### src/rtl/wb_pkg.sv
// Shared types and defaults for the write-back stage: FSM state encoding,
// datapath defaults and the register-index width helper.
package wb_pkg;

  localparam int WORD_LEN_DEF   = 32;
  localparam int WORD_COUNT_DEF = 15;
  localparam int CNT_W_DEF      = 32;

  typedef enum logic [1:0] {
    IDLE     = 2'd0,
    WRITE    = 2'd1,
    WAIT_MEM = 2'd2
  } wb_state_t;

  // Index width for a register file of 'count' entries; never narrower than one bit.
  function automatic int regIdxW(input int count);
    return (count > 1) ? $clog2(count) : 1;
  endfunction

  localparam int REG_IDX_W_DEF = regIdxW(WORD_COUNT_DEF);

endpackage

### src/rtl/wb_stage_if.sv
// MEM -> WB retire handshake: one instruction per in_valid & in_ready transfer.
// master = MEM stage side, slave = write-back stage side.
interface wb_stage_if
  import wb_pkg::*;
#(
  parameter int WORD_LEN   = WORD_LEN_DEF,
  parameter int WORD_COUNT = WORD_COUNT_DEF
) ();

  localparam int IDX_W = regIdxW(WORD_COUNT);

  logic                in_valid;
  logic                in_ready;
  logic                in_wb_en;
  logic                in_mem_r_en;
  logic [IDX_W-1:0]    in_dest;
  logic [WORD_LEN-1:0] in_alu_result;

  modport master (
    output in_valid,
    output in_wb_en,
    output in_mem_r_en,
    output in_dest,
    output in_alu_result,
    input  in_ready
  );

  modport slave (
    input  in_valid,
    input  in_wb_en,
    input  in_mem_r_en,
    input  in_dest,
    input  in_alu_result,
    output in_ready
  );

endinterface

### src/rtl/wb_retire_counter.sv
// Free-running retire counter: increments once per enabled cycle and wraps
// modulo 2^CNT_W. Synchronous active-low reset.
module wb_retire_counter #(
  parameter int CNT_W = 32
) (
  input  logic             clk,
  input  logic             rst,
  input  logic             en,
  output logic [CNT_W-1:0] count
);

  always_ff @(posedge clk) begin
    if (!rst) begin
      count <= '0;
    end else if (en) begin
      count <= count + 1'b1;
    end
  end

endmodule

### src/rtl/wb_stage.sv
// Write-back stage: retires one instruction per cycle, waits for load data and
// drives the register-file write port. Optional feature macro: WB_FORWARD_EN.
module wb_stage
  import wb_pkg::*;
#(
  parameter int WORD_LEN   = WORD_LEN_DEF,
  parameter int WORD_COUNT = WORD_COUNT_DEF,
  parameter int CNT_W      = CNT_W_DEF
) (
  input  logic                             clk,
  input  logic                             rst,
  wb_stage_if.slave                        inBus,
  input  logic [WORD_LEN-1:0]              mem_rdata,
  input  logic                             mem_rvalid,
  input  logic                             flush,
  output logic [regIdxW(WORD_COUNT)-1:0]   rf_write_reg,
  output logic [WORD_LEN-1:0]              rf_write_data,
  output logic                             rf_reg_write,
  output logic [CNT_W-1:0]                 retire_cnt,
  output logic                             fwd_valid,
  output logic [regIdxW(WORD_COUNT)-1:0]   fwd_dest,
  output logic [WORD_LEN-1:0]              fwd_data
);

  localparam int IDX_W = regIdxW(WORD_COUNT);
  localparam logic [IDX_W:0] COUNT_L = WORD_COUNT[IDX_W:0];

  wb_state_t        state;
  logic [IDX_W-1:0] pendDest_p1;
  logic             pendWbEn_p1;
  logic             takeNow;

  // Destinations beyond the architectural file retire silently.
  function automatic logic commitOk(input logic wbEn, input logic [IDX_W-1:0] dest);
    return wbEn && ({1'b0, dest} < COUNT_L);
  endfunction

  assign inBus.in_ready = (state != WAIT_MEM);

  // A transfer completes immediately unless it is a load whose data is not here yet.
  assign takeNow = !inBus.in_mem_r_en || mem_rvalid;

  // ---- stage p1: FSM, pending-load capture and registered write port ----
  always_ff @(posedge clk) begin
    if (!rst) begin
      state         <= IDLE;
      rf_reg_write  <= 1'b0;
      rf_write_reg  <= '0;
      rf_write_data <= '0;
    end else begin
      rf_reg_write <= 1'b0;
      if (flush) begin
        state <= IDLE;
      end else begin
        case (state)
          IDLE, WRITE: begin
            if (inBus.in_valid) begin
              if (takeNow) begin
                state <= WRITE;
                if (commitOk(inBus.in_wb_en, inBus.in_dest)) begin
                  rf_reg_write  <= 1'b1;
                  rf_write_reg  <= inBus.in_dest;
                  rf_write_data <= inBus.in_mem_r_en ? mem_rdata : inBus.in_alu_result;
                end
              end else begin
                state       <= WAIT_MEM;
                pendDest_p1 <= inBus.in_dest;
                pendWbEn_p1 <= inBus.in_wb_en;
              end
            end else begin
              state <= IDLE;
            end
          end
          WAIT_MEM: begin
            if (mem_rvalid) begin
              state <= WRITE;
              if (commitOk(pendWbEn_p1, pendDest_p1)) begin
                rf_reg_write  <= 1'b1;
                rf_write_reg  <= pendDest_p1;
                rf_write_data <= mem_rdata;
              end
            end
          end
          default: state <= IDLE;
        endcase
      end
    end
  end

  wb_retire_counter #(
    .CNT_W (CNT_W)
  ) uRetire (
    .clk   (clk),
    .rst   (rst),
    .en    (rf_reg_write),
    .count (retire_cnt)
  );

`ifdef WB_FORWARD_EN
  assign fwd_valid = rf_reg_write;
  assign fwd_dest  = rf_write_reg;
  assign fwd_data  = rf_write_data;
`else
  assign fwd_valid = 1'b0;
  assign fwd_dest  = '0;
  assign fwd_data  = '0;
`endif

endmodule
### src/flat_wrapper.sv
// flat-port wrapper written by rule: the top's interface ports become plain ports
module wb_stage_flat import wb_pkg::*;
#(
  parameter int WORD_LEN   = WORD_LEN_DEF,
  parameter int WORD_COUNT = WORD_COUNT_DEF,
  parameter int CNT_W      = CNT_W_DEF
)
  (clk, rst, mem_rdata, mem_rvalid, flush, rf_write_reg, rf_write_data, rf_reg_write, retire_cnt, fwd_valid, fwd_dest, fwd_data, inBus_in_valid, inBus_in_wb_en, inBus_in_mem_r_en, inBus_in_dest, inBus_in_alu_result, inBus_in_ready);
  wb_stage_if #(.WORD_LEN(WORD_LEN), .WORD_COUNT(WORD_COUNT)) inBus_i ();
  input  logic clk;
  input  logic rst;
  input  logic [WORD_LEN-1:0] mem_rdata;
  input  logic mem_rvalid;
  input  logic flush;
  output logic [regIdxW(WORD_COUNT)-1:0] rf_write_reg;
  output logic [WORD_LEN-1:0] rf_write_data;
  output logic rf_reg_write;
  output logic [CNT_W-1:0] retire_cnt;
  output logic fwd_valid;
  output logic [regIdxW(WORD_COUNT)-1:0] fwd_dest;
  output logic [WORD_LEN-1:0] fwd_data;
  input wire logic [$bits(inBus_i.in_valid)-1:0] inBus_in_valid;
  input wire logic [$bits(inBus_i.in_wb_en)-1:0] inBus_in_wb_en;
  input wire logic [$bits(inBus_i.in_mem_r_en)-1:0] inBus_in_mem_r_en;
  input wire logic [$bits(inBus_i.in_dest)-1:0] inBus_in_dest;
  input wire logic [$bits(inBus_i.in_alu_result)-1:0] inBus_in_alu_result;
  output wire logic [$bits(inBus_i.in_ready)-1:0] inBus_in_ready;
  assign inBus_i.in_valid = inBus_in_valid;
  assign inBus_i.in_wb_en = inBus_in_wb_en;
  assign inBus_i.in_mem_r_en = inBus_in_mem_r_en;
  assign inBus_i.in_dest = inBus_in_dest;
  assign inBus_i.in_alu_result = inBus_in_alu_result;
  assign inBus_in_ready = inBus_i.in_ready;
  wb_stage #(.WORD_LEN(WORD_LEN), .WORD_COUNT(WORD_COUNT), .CNT_W(CNT_W)) u_core (.clk(clk), .rst(rst), .inBus(inBus_i), .mem_rdata(mem_rdata), .mem_rvalid(mem_rvalid), .flush(flush), .rf_write_reg(rf_write_reg), .rf_write_data(rf_write_data), .rf_reg_write(rf_reg_write), .retire_cnt(retire_cnt), .fwd_valid(fwd_valid), .fwd_dest(fwd_dest), .fwd_data(fwd_data));
endmodule
### config.mk
export PLATFORM = sky130hd
export DESIGN_NAME = wb_stage_flat
export DESIGN_NICKNAME = d
export VERILOG_FILES = /design/src/rtl/wb_pkg.sv /design/src/rtl/wb_stage_if.sv /design/src/rtl/wb_retire_counter.sv /design/src/rtl/wb_stage.sv /design/src/flat_wrapper.sv
export SDC_FILE = /design/constraint.sdc
export NUM_CORES = 1
export LEC_CHECK = 0
export CORE_ASPECT_RATIO = 1.2
export CORE_MARGIN = 3
export CORE_UTILIZATION = 42
export DETAILED_ROUTE_END_ITERATION = 8
export GPL_ROUTABILITY_DRIVEN = 0
export GPL_TIMING_DRIVEN = 0
export HOLD_SLACK_MARGIN = 0.1
export PLACE_DENSITY_LB_ADDON = 0.15
export SLEW_MARGIN = 20
export SYNTH_ARGS = -nofsm -noshare
export SYNTH_HDL_FRONTEND = slang
export SYNTH_SLANG_ARGS = --single-unit
### constraint.sdc
create_clock -name clk -period 2.7 [get_ports clk]
set_clock_uncertainty 0.15 [all_clocks]
set_input_delay 0.675 -clock clk [delete_from_list [all_inputs] [get_ports clk]]
set_output_delay 0.675 -clock clk [all_outputs]
set_load 0.01 [all_outputs]
==> flow_summary.toml, run 1 <==
[power]
p_leak_nw = 2.33
power-per-cell-area_nw_per_um2 = 411
ir_worst_vdd_mv = 0.269

[min_path]
timing.hold.worst.class = "flop to flop"
worstHoldEndpoint = "u_core.rf_write_data[2]"
hold_path.startpoint = "u_core.rf_write_data[2]"
hold_path_depth = 2

[grt]
grt.overflow.total = 0
number_of_global_route_vias_before_repair = 3680
largest_net_degree_at_the_start_of_global_routing = 14
grt_pass1_wl_um = 17500
grtUsageTotal_pct = 20.7
antenna_found_initial = 0

[synthesis]
yosys.cell_types.count = 37
ys_ff_latch = 76
synth-edff-count = 5
postSynth.topFlopCell = "sky130_fd_sc_hd__dfxtp_1"
netlist_instances = 444
synth-warning-count = 0
async_reset_ff_share_pct = 0
synthesis.area_um2 = 3910
syn_area_per_cell_um2 = 8.80
synth.yosys.seq_area_share_pct = 40.2

[sta]
layout_setup_ws_ps = 136
max-slew-margin-rel_pct = 66.2
finalCriticalPeriod_ps = 2560
fin_crit_sh_pct = 94.9
fin_worst_hold_slack_ps = 308
setup_violations = 0
finalHoldViolCount = 0
timing.fmax_mhz = 390
rsz0062_at_grt = "no"
max_slew.worst_pin.slew_ps = 507
finalMaxSlewViolations = 0

[critical_path]
worstSetupPathType = "primary input to flop"
regToRegSetupSlack_ps = 360
startpoint_type = "primary input"
arrival_ps = 2680
rr_endpoint = "u_core.uRetire.count[31]"
crit_fanout = 10
rr_worst_depth = 5
critical_path.endpoint_type = "flop"
r2r-start = "u_core.rf_reg_write"
worstPathRequired_ps = 2810

[clocking]
insertion_delay_ps = 340
number_of_clock_sinks = 76
clk_pin_slew_worst_paths_ps = 80
clk_root_buffer_cell = "sky130_fd_sc_hd__clkbuf_8"
clockBufferDepth = 2
clock_tree_from_tritoncts = "built"
cts-htree-levels = 3
tritoncts.num_buffers = 9
postCtsHoldBufs = 0
post_cts_buffers = 0

[layout]
num_antenna_cells = 0
drive_gt1_share_pct = 10.5
most_common_cell_after_layout_fill_and_taps_aside = "sky130_fd_sc_hd__clkdlybuf4s50_1"
final_nets = 711
layout.cells.most_common_list = "143 x sky130_fd_sc_hd__clkdlybuf4s50_1, 70 x sky130_fd_sc_hd__dfxtp_1, 50 x sky130_fd_sc_hd__nand2_1, 46 x sky130_fd_sc_hd__or3_1, 40 x sky130_fd_sc_hd__mux2i_1"
top_regs = "u_core.rf_write_data: 32 flops, u_core.uRetire.count: 32 flops"
fillers = 746
area_growth_syn_to_layout_pct = 49.3

[floorplanning]
io-pin-count = 182
die_w_um = 94.1
floorplan.die_area_um2 = 10500
core-area_um2 = 8800
die-height_um = 112
fp-row-count = 37
initial_cell_density_of_the_core_pct = 44.4

[drt]
vias = 3762
detailed_router_iteration_count_before_antenna_repair = 6
antenna_violating_nets_left = 0
detail_route.iter0.violations = 105
drc = 0
route.detailed.wl_per_inst_um = 14.2
finalWirelength_um = 10800
vias_per_cell = 4.97

[place]
place_worst_setup_slack_ps = -211
port_buffers = 144
post-dp-hpwl_um = 8550

[job]
cap_violations = 0

[run_status]
outcome = "complete, no violations"
==> metrics by stage <==
step	instance area [um^2]	instances	utilization, %	TNS (ps)	total power, W
4_1_cts	5830	757	66.3	0	0.00242
2_1_floorplan	4040	480	-	0	0.00138
3_3_place_gp	5630	741	64.0	-3520	0.00157
3_5_place_dp	5630	741	64.0	-5330	0.00157
6_report	5840	757	66.4	0	0.00240
5_1_grt	5840	757	66.4	0	0.00250
==> routing by layer <==
metal / part of all wire (%) / wire length, um / GRT usage (%) / vias to the layer above
met4: 0.90 / 97 / 6.65 / 0
li1: - / - / - / 1895
met3: 7.5 / 811 / 6.22 / 8
met5: 0 / 0 / 0 / -
met1: 39 / 4190 / 22.9 / 1741
met2: 53 / 5670 / 37.2 / 118
==> worst max-delay path, stage by stage <==
cell and delay [ps]:
sky130_fd_sc_hd__clkdlybuf4s50_1 630, sky130_fd_sc_hd__nand2b_1 110, sky130_fd_sc_hd__and4_1 200, sky130_fd_sc_hd__o21ai_0 170
sky130_fd_sc_hd__buf_2 280, sky130_fd_sc_hd__buf_2 350, sky130_fd_sc_hd__mux2i_1 240
==> cell usage after synthesis (2+ instances only) <==
cell type	n	area share, %
sky130_fd_sc_hd__nor4_1	3	0.48
sky130_fd_sc_hd__buf_2	6	0.77
sky130_fd_sc_hd__buf_4	38	7.3
sky130_fd_sc_hd__nor2b_1	3	0.48
sky130_fd_sc_hd__xor2_1	4	0.90
sky130_fd_sc_hd__o311ai_0	2	0.45
sky130_fd_sc_hd__edfxtp_1	5	3.8
sky130_fd_sc_hd__o31ai_1	5	0.96
sky130_fd_sc_hd__mux2i_1	40	10
sky130_fd_sc_hd__nor3_1	3	0.38
sky130_fd_sc_hd__and4_1	4	0.90
sky130_fd_sc_hd__nand2b_1	7	1.1
sky130_fd_sc_hd__nand2_1	50	4.8
sky130_fd_sc_hd__or3_1	46	7.4
sky130_fd_sc_hd__nor3b_1	4	0.77
sky130_fd_sc_hd__nand4_1	7	1.1
sky130_fd_sc_hd__nor2_1	23	2.2
sky130_fd_sc_hd__nand3_1	6	0.77
sky130_fd_sc_hd__dfxtp_1	71	36
sky130_fd_sc_hd__o41ai_1	2	0.45
sky130_fd_sc_hd__or4_1	6	1.2
sky130_fd_sc_hd__o211ai_1	32	6.1
sky130_fd_sc_hd__and3_1	2	0.32
sky130_fd_sc_hd__a21oi_1	17	2.2
sky130_fd_sc_hd__nand4_2	2	0.64
sky130_fd_sc_hd__inv_1	8	0.77
sky130_fd_sc_hd__xnor2_1	8	1.8
sky130_fd_sc_hd__clkbuf_1	20	1.9
sky130_fd_sc_hd__o21ai_0	11	1.4
sky130_fd_sc_hd__buf_1	2	0.19
==> cell families after synthesis <==
family	after synthesis	synth area share, %
multiplexers	40	10.2
other	1	0.0959
adder cells (fa/ha/maj)	1	0.320
XOR/XNOR	12	2.69
AO/OA/AOI/OAI	70	11.7
AND/OR/NAND/NOR	170	23.8
flip-flops	76	40.2
buffers and inverters	74	10.9
==> timing repair <==
action / 4_1_cts / 5_1_grt
setup endpoints to repair: 1 / 1
pin swaps: 0 / 0
gates resized for setup: 3 / 3
==> where the power goes <==
group          switching [W]  internal, W  total (W)
logic               0.000157     0.000223   0.000380
registers          0.0000144      0.00116    0.00117
clock network       0.000424     0.000428   0.000852
total               0.000595      0.00181    0.00240
==> how the worst max path moves through the flow <==
stage / start / slack [ps] / endpoint / cells past startpoint
floorplan: u_core.rf_reg_write / 610 / u_core.uRetire.count[31] / 5
global placement: inBus_in_mem_r_en / -130 / u_core.rf_write_data[25] / 7
detailed placement: inBus_in_mem_r_en / -210 / u_core.rf_write_data[15] / 7
CTS: u_core.state[1] / 50 / inBus_in_ready / 4
global route: inBus_in_mem_r_en / 10 / u_core.rf_write_data[9] / 7
finish: inBus_in_mem_r_en / 140 / u_core.rf_write_data[9] / 7
==> cell type report <==
cell class,instances,area [um^2],area share [%]
Clock inverter,6,63.8,1.09
Tap cell,117,146,2.51
Multi-Input combinational cell,330,2050,35.1
Buffer,66,402,6.88
Timing Repair Buffer,144,1440,24.7
Sequential cell,76,1570,26.9
Inverter,8,33.8,0.579
Clock buffer,10,128,2.19
Note: power is estimated with default switching activity, not from simulation.
==> run 2, diff against run 1 <==
--- a/config.mk
+++ b/config.mk
@@ -7,7 +7,8 @@
 export LEC_CHECK = 0
 export CORE_ASPECT_RATIO = 1.2
 export CORE_MARGIN = 3
-export CORE_UTILIZATION = 42
+export CORE_UTILIZATION = 43
+export CTS_BUF_LIST = sky130_fd_sc_hd__clkbuf_8
 export DETAILED_ROUTE_END_ITERATION = 8
 export GPL_ROUTABILITY_DRIVEN = 0
 export GPL_TIMING_DRIVEN = 0
==> flow_summary.toml, run 2 (synthesis gave the netlist of run 1 again) <==
[floorplanning]
die_w_um = 93.0
io-pin-count = 182
floorplan.die_area_um2 = 10300
fp-row-count = 37
core-area_um2 = 8700
die-height_um = 110
initial_cell_density_of_the_core_pct = 44.9

[place]
place.detailed.instances = 741
post-dp-hpwl_um = 8340
place_worst_setup_slack_ps = -175
post_dp_cell_area_um2 = 5630
port_buffers = 144

[sta]
finalMaxSlewViolations = 0
layout_setup_ws_ps = 168
max-slew-margin-rel_pct = 65.0
timing.fmax_mhz = 395
max_slew.worst_pin.slew_ps = 524
finalHoldViolCount = 0
finalCriticalPeriod_ps = 2530
setup_violations = 0
fin_crit_sh_pct = 93.8
rsz0062_at_grt = "no"
fin_worst_hold_slack_ps = 308

[critical_path]
rr_endpoint = "u_core.uRetire.count[27]"
r2r-start = "u_core.rf_reg_write"
rr_worst_depth = 5
worstPathRequired_ps = 2830
arrival_ps = 2660
worstSetupPathType = "primary input to flop"
startpoint_type = "primary input"
crit_fanout = 10
critical_path.endpoint_type = "flop"
regToRegSetupSlack_ps = 380

[power]
ir_worst_vdd_mv = 0.284
power-per-cell-area_nw_per_um2 = 434
p_leak_nw = 2.35

[drt]
route.detailed.wl_per_inst_um = 13.9
antenna_violating_nets_left = 0
vias = 3761
vias_per_cell = 4.97
detailed_router_iteration_count_before_antenna_repair = 4
detail_route.iter0.violations = 95
finalWirelength_um = 10500
drc = 0

[grt]
grtUsageTotal_pct = 20.6
grt_pass1_wl_um = 17300
antenna_found_initial = 0
grt.overflow.total = 0
largest_net_degree_at_the_start_of_global_routing = 13
number_of_global_route_vias_before_repair = 3744

[layout]
final_design_area_no_fill_um2 = 5880
most_common_cell_after_layout_fill_and_taps_aside = "sky130_fd_sc_hd__clkdlybuf4s50_1"
final_nets = 711
layout.cells.most_common_list = "143 x sky130_fd_sc_hd__clkdlybuf4s50_1, 70 x sky130_fd_sc_hd__dfxtp_1, 50 x sky130_fd_sc_hd__nand2_1, 46 x sky130_fd_sc_hd__or3_1, 40 x sky130_fd_sc_hd__mux2i_1"
area_growth_syn_to_layout_pct = 50.5
drive_gt1_share_pct = 10.5
top_regs = "u_core.rf_write_data: 32 flops, u_core.uRetire.count: 32 flops"
num_antenna_cells = 0
finish.cell_count_without_fillers = 757

[clocking]
cts-htree-levels = 3
tritoncts.num_buffers = 9
clock_tree_from_tritoncts = "built"
postCtsHoldBufs = 0
clk_root_buffer_cell = "sky130_fd_sc_hd__clkbuf_8"
clockBufferDepth = 2
post_cts_buffers = 0
clk_pin_slew_worst_paths_ps = 80
number_of_clock_sinks = 76
insertion_delay_ps = 340

[min_path]
timing.hold.worst.class = "flop to flop"
hold_path.startpoint = "u_core.rf_write_reg[0]"
worstHoldEndpoint = "u_core.rf_write_reg[0]"
hold_path_depth = 2

[job]
cap_violations = 0

[run_status]
outcome = "complete, no violations"
==> run 2: changes by cell type in the layout (fill, tap and decap cells not counted) <==
| cell | change |
|---|---|
| sky130_fd_sc_hd__clkinvlp_4 | +1 |
| sky130_fd_sc_hd__bufinv_16 | +1 |
| sky130_fd_sc_hd__clkinv_2 | -2 |
| sky130_fd_sc_hd__clkbuf_8 | +3 |
| sky130_fd_sc_hd__clkinv_4 | -2 |
| sky130_fd_sc_hd__inv_1 | +1 |
| sky130_fd_sc_hd__clkbuf_1 | -1 |
| sky130_fd_sc_hd__inv_4 | -1 |
==> run 2: worst max path at each step <==
stage | from | to | slack (ps) | cells past startpoint
floorplan | u_core.rf_reg_write | u_core.uRetire.count[31] | 610 | 5
global placement | inBus_in_mem_r_en | u_core.rf_write_data[31] | -120 | 7
detailed placement | inBus_in_mem_r_en | u_core.rf_write_data[13] | -180 | 7
CTS | u_core.state[1] | inBus_in_ready | 40 | 4
global route | inBus_in_mem_r_en | u_core.rf_write_data[13] | 40 | 7
finish | inBus_in_mem_r_en | u_core.rf_write_data[9] | 170 | 7
==> run 2: power breakdown <==
| group | leakage, nW | internal [W] | total (W) | switching [W] |
|---|---|---|---|---|
| Clock | 0.120 | 0.000593 | 0.00100 | 0.000409 |
| Combinational | 1.61 | 0.000223 | 0.000379 | 0.000156 |
| Sequential | 0.620 | 0.00116 | 0.00117 | 0.0000136 |
| Total | 2.35 | 0.00197 | 0.00255 | 0.000578 |
==> run 2: timing repair <==
| action | 4_1_cts | 5_1_grt |
|---|---|---|
| gates resized for setup | 3 | 3 |
| gates cloned | 0 | 0 |
| pin swaps | 0 | 0 |
| setup endpoints to repair | 1 | 1 |
==> run 2: final cells by class <==
| cell class | instances | area, um^2 |
|---|---|---|
| fillers | 771 | 2820 |
| multi-input cells | 330 | 2050 |
| flip-flops and latches | 76 | 1570 |
| repair buffers | 144 | 1440 |
| plain buffers | 66 | 402 |
| clock buffers | 12 | 165 |
| well taps | 117 | 146 |
| clock inverters | 4 | 71.3 |
| inverters | 8 | 33.8 |
==> run 2: per-stage QoR <==
step	power, W	TNS (ps)	util, %
6_report	0.00255	0	67.6
5_1_grt	0.00266	0	67.6
4_1_cts	0.00257	0	67.5
3_5_place_dp	0.00157	-4400	64.7
3_3_place_gp	0.00157	-3250	64.7
2_1_floorplan	0.00138	0	-
==> run 2: routing by layer <==
metal / vias up / GRT usage, % / part of all wire (%)
li1: 1894 / - / -
met1: 1739 / 20.6 / 38
met5: - / 0 / 0
met3: 7 / 7.02 / 8.1
met4: 0 / 7.62 / 1.1
met2: 121 / 38.4 / 53
==> run 2: critical path: stages <==
cell                              delay [ps]
sky130_fd_sc_hd__clkdlybuf4s50_1         630
sky130_fd_sc_hd__nand2b_1                120
sky130_fd_sc_hd__and4_1                  200
sky130_fd_sc_hd__o21ai_0                 160
sky130_fd_sc_hd__buf_2                   270
sky130_fd_sc_hd__buf_2                   350
sky130_fd_sc_hd__mux2i_1                 230
==> run 3, diff against run 2 <==
--- a/config.mk
+++ b/config.mk
@@ -7,7 +7,7 @@
 export LEC_CHECK = 0
 export CORE_ASPECT_RATIO = 1.2
 export CORE_MARGIN = 3
-export CORE_UTILIZATION = 43
+export CORE_UTILIZATION = 44
 export CTS_BUF_LIST = sky130_fd_sc_hd__clkbuf_8
 export DETAILED_ROUTE_END_ITERATION = 8
 export GPL_ROUTABILITY_DRIVEN = 0
@@ -17,4 +17,5 @@
 export SLEW_MARGIN = 20
 export SYNTH_ARGS = -nofsm -noshare
 export SYNTH_HDL_FRONTEND = slang
+export SYNTH_HIERARCHICAL = 1
 export SYNTH_SLANG_ARGS = --single-unit
==> flow_summary.toml, run 3 <==
[synthesis]
synth_most_common_cell = "sky130_fd_sc_hd__dfxtp_1"
yosys-top-cells-count = "71 x sky130_fd_sc_hd__dfxtp_1, 41 x sky130_fd_sc_hd__nand3_1, 37 x sky130_fd_sc_hd__buf_4, 37 x sky130_fd_sc_hd__nand2_1, 36 x sky130_fd_sc_hd__o21ai_0"
synth.yosys.seq_area_share_pct = 37.4
syn_area_per_cell_um2 = 8.77
post_synth_main_area_contributors = "sky130_fd_sc_hd__dfxtp_1 34%, sky130_fd_sc_hd__buf_4 6.6%, sky130_fd_sc_hd__mux2i_1 5.0%"
synth_top_cell_by_area = "sky130_fd_sc_hd__dfxtp_1"
ys_ff_latch = 76
netlist_instances = 479
postSynth.topFlopCell = "sky130_fd_sc_hd__dfxtp_1"
synth-warning-count = 6
synth-edff-count = 5
netlist.area_leader.share_pct = 33.8
async_reset_ff_share_pct = 0
yosys.cell_types.count = 50
synthesis.area_um2 = 4200

[clocking]
post_cts_buffers = 0
clk_pin_slew_worst_paths_ps = 90
number_of_clock_sinks = 76
cts-htree-levels = 3
tritoncts.num_buffers = 9
clockBufferDepth = 2
clock_tree_from_tritoncts = "built"
insertion_delay_ps = 350
clk_root_buffer_cell = "sky130_fd_sc_hd__clkbuf_8"
postCtsHoldBufs = 0

[sta]
max_slew.worst_pin.slew_ps = 555
layout_setup_ws_ps = 96.7
finalHoldViolCount = 0
setup_violations = 0
max-slew-margin-rel_pct = 63.0
rsz0062_at_grt = "no"
finalMaxSlewViolations = 0
fin_worst_hold_slack_ps = 317
timing.fmax_mhz = 384
fin_crit_sh_pct = 96.4
finalCriticalPeriod_ps = 2600

[power]
ir_worst_vdd_mv = 0.224
p_clk_share_pct = 35.4
p_total_w = 0.00241
p_sw_share_pct = 25.1
p_comb_share_pct = 16.3
switching_power_total_w = 0.000603
seq_power_share_pct = 48.3
internal_power_consumption_w = 0.00180
power-per-cell-area_nw_per_um2 = 393
p_leak_nw = 2.50

[layout]
fillers = 786
top_regs = "u_core/rf_write_data: 32 flops, u_core/uRetire/count: 32 flops"
utilization_pct = 66.7
finish.cell_count_without_fillers = 794
layout.cells.most_common_list = "144 x sky130_fd_sc_hd__clkdlybuf4s50_1, 71 x sky130_fd_sc_hd__dfxtp_1, 41 x sky130_fd_sc_hd__nand3_1"
final_nets = 745
most_common_cell_after_layout_fill_and_taps_aside = "sky130_fd_sc_hd__clkdlybuf4s50_1"
num_antenna_cells = 0
area_growth_syn_to_layout_pct = 45.8
sequential_cell_area_um2 = 1570
drive_gt1_share_pct = 13.8
multiInputGateArea_um2 = 2270

[drt]
antenna_violating_nets_left = 0
vias_per_cell = 5.13
drc = 0
vias = 4076
detailed_router_iteration_count_before_antenna_repair = 4
detail_route.iter0.violations = 184
route.detailed.wl_per_inst_um = 14.7
finalWirelength_um = 11700

[critical_path]
worstPathRequired_ps = 1880
startpoint_type = "flop"
rr_endpoint = "u_core/uRetire/count[29]"
arrival_ps = 1780
crit_path_top_delay_cell = "sky130_fd_sc_hd__clkdlybuf4s50_1"
r2r-start = "u_core/uRetire/count[8]"
critical_path.max_stage_delay_ps = 560
cp_num_cells = 4
worstSetupPathType = "flop to output port"
timing.critical_path.buf_inv = 3
crit_fanout = 19
rr_worst_depth = 6
crit_start = "u_core/state[1]"
critical_path.endpoint_type = "output port"
timing.critical_path.max_delay_family = "buffers and inverters"
end_point_of_the_critical_path = "inBus_in_ready"
cp_cell_sequence = "and2b_2, inv_2, buf_8, clkdlybuf4s50_1"
regToRegSetupSlack_ps = 550

[floorplanning]
io-pin-count = 182
initial_cell_density_of_the_core_pct = 45.8
die_w_um = 95.2
die-height_um = 113
fp-row-count = 38
floorplan.die_area_um2 = 10800
core-area_um2 = 9180

[grt]
antenna_found_initial = 0
largest_net_degree_at_the_start_of_global_routing = 20
grt_pass1_wl_um = 18600
number_of_global_route_vias_before_repair = 3961
grtUsageTotal_pct = 21.4
grt.overflow.total = 0

[job]
cap_violations = 0

[place]
place.detailed.instances = 779
post-dp-hpwl_um = 9010
port_buffers = 144
place_worst_setup_slack_ps = -210

[run_status]
outcome = "complete, no violations"

[min_path]
timing.hold.worst.class = "flop to flop"
-- run 3: cell types whose count changed in the layout (fill, tap and decap cells not counted), sizes merged, moves of 8 or more --
cell / change
o21ai: +26
a21oi: +12
o211ai: -32
nor2: -8
and2: +20
mux2i: -19
mux2: +23
a21o: +13
nand2: -12
nand3: +35
or3: -41
-- run 3: metrics by stage --
step	instance area, um^2	setup TNS, ps
floorplan	4340	0
global placement	5930	-4020
detailed placement	5930	-4380
CTS	6120	0
global route	6120	0
finish	6120	0
-- run 3: layout make-up --
cell class                      count  area share (%)
Buffer                             72            7.62
Multi-Input combinational cell    358            37.1
Timing Repair Buffer              144            23.5
Clock inverter                      7            1.10
Sequential cell                    76            25.7
Tap cell                          120            2.45
Clock buffer                        9            2.02
Inverter                            8           0.490
-- run 3: repair_timing --
item,4_1_cts,5_1_grt
cloned,0,0
resized for setup,2,2
setup endpoints to repair,1,1
-- run 3: logic make-up after synthesis --
family | count (synthesis) | synth area share (%)
compound gates | 101 | 15.0
other cells | 1 | 0.0893
buf+inv | 81 | 11.7
flops | 76 | 37.4
simple gates | 162 | 20.4
fa+ha+maj | 1 | 0.298
mux | 44 | 12.3
xor+xnor | 13 | 2.71
-- run 3: power groups by stage --
stage / logic (W) / registers, W / clock network, W
floorplan: 0.000197 / 0.00120 / 0
global placement: 0.000383 / 0.00119 / 0
detailed placement: 0.000388 / 0.00119 / 0
CTS: 0.000390 / 0.00116 / 0.000872
global route: 0.000426 / 0.00116 / 0.000916
finish: 0.000394 / 0.00116 / 0.000852
-- run 3: worst reg2reg max path: stages (launching register included) --
cell,delay (ps)
sky130_fd_sc_hd__dfxtp_1,450
sky130_fd_sc_hd__nand4_2,180
sky130_fd_sc_hd__or4_4,560
sky130_fd_sc_hd__buf_6,150
sky130_fd_sc_hd__buf_8,130
sky130_fd_sc_hd__o311ai_1,280
sky130_fd_sc_hd__o41ai_1,120
-- run 3: metal layers --
metal	GRT usage, %	wire, um	part of all wire, %	vias to the layer above
met4	7.31	164	1.4	0
met5	0	0	0	-
met1	25.3	4790	41	1924
met3	4.06	652	5.6	14
li1	-	-	-	2010
met2	38.2	6100	52	128
-- run 3: how the worst min path moves through the flow --
stage	depth (start not counted)	end	start
floorplan	2	u_core/rf_write_data[15]	u_core/rf_write_data[15]
global placement	2	u_core/rf_write_data[25]	u_core/rf_write_data[25]
detailed placement	2	u_core/rf_write_reg[2]	u_core/rf_write_reg[2]
CTS	2	u_core/rf_write_reg[2]	u_core/rf_write_reg[2]
global route	2	u_core/rf_write_data[24]	u_core/rf_write_data[24]
finish	2	u_core/rf_write_reg[2]	u_core/rf_write_reg[2]
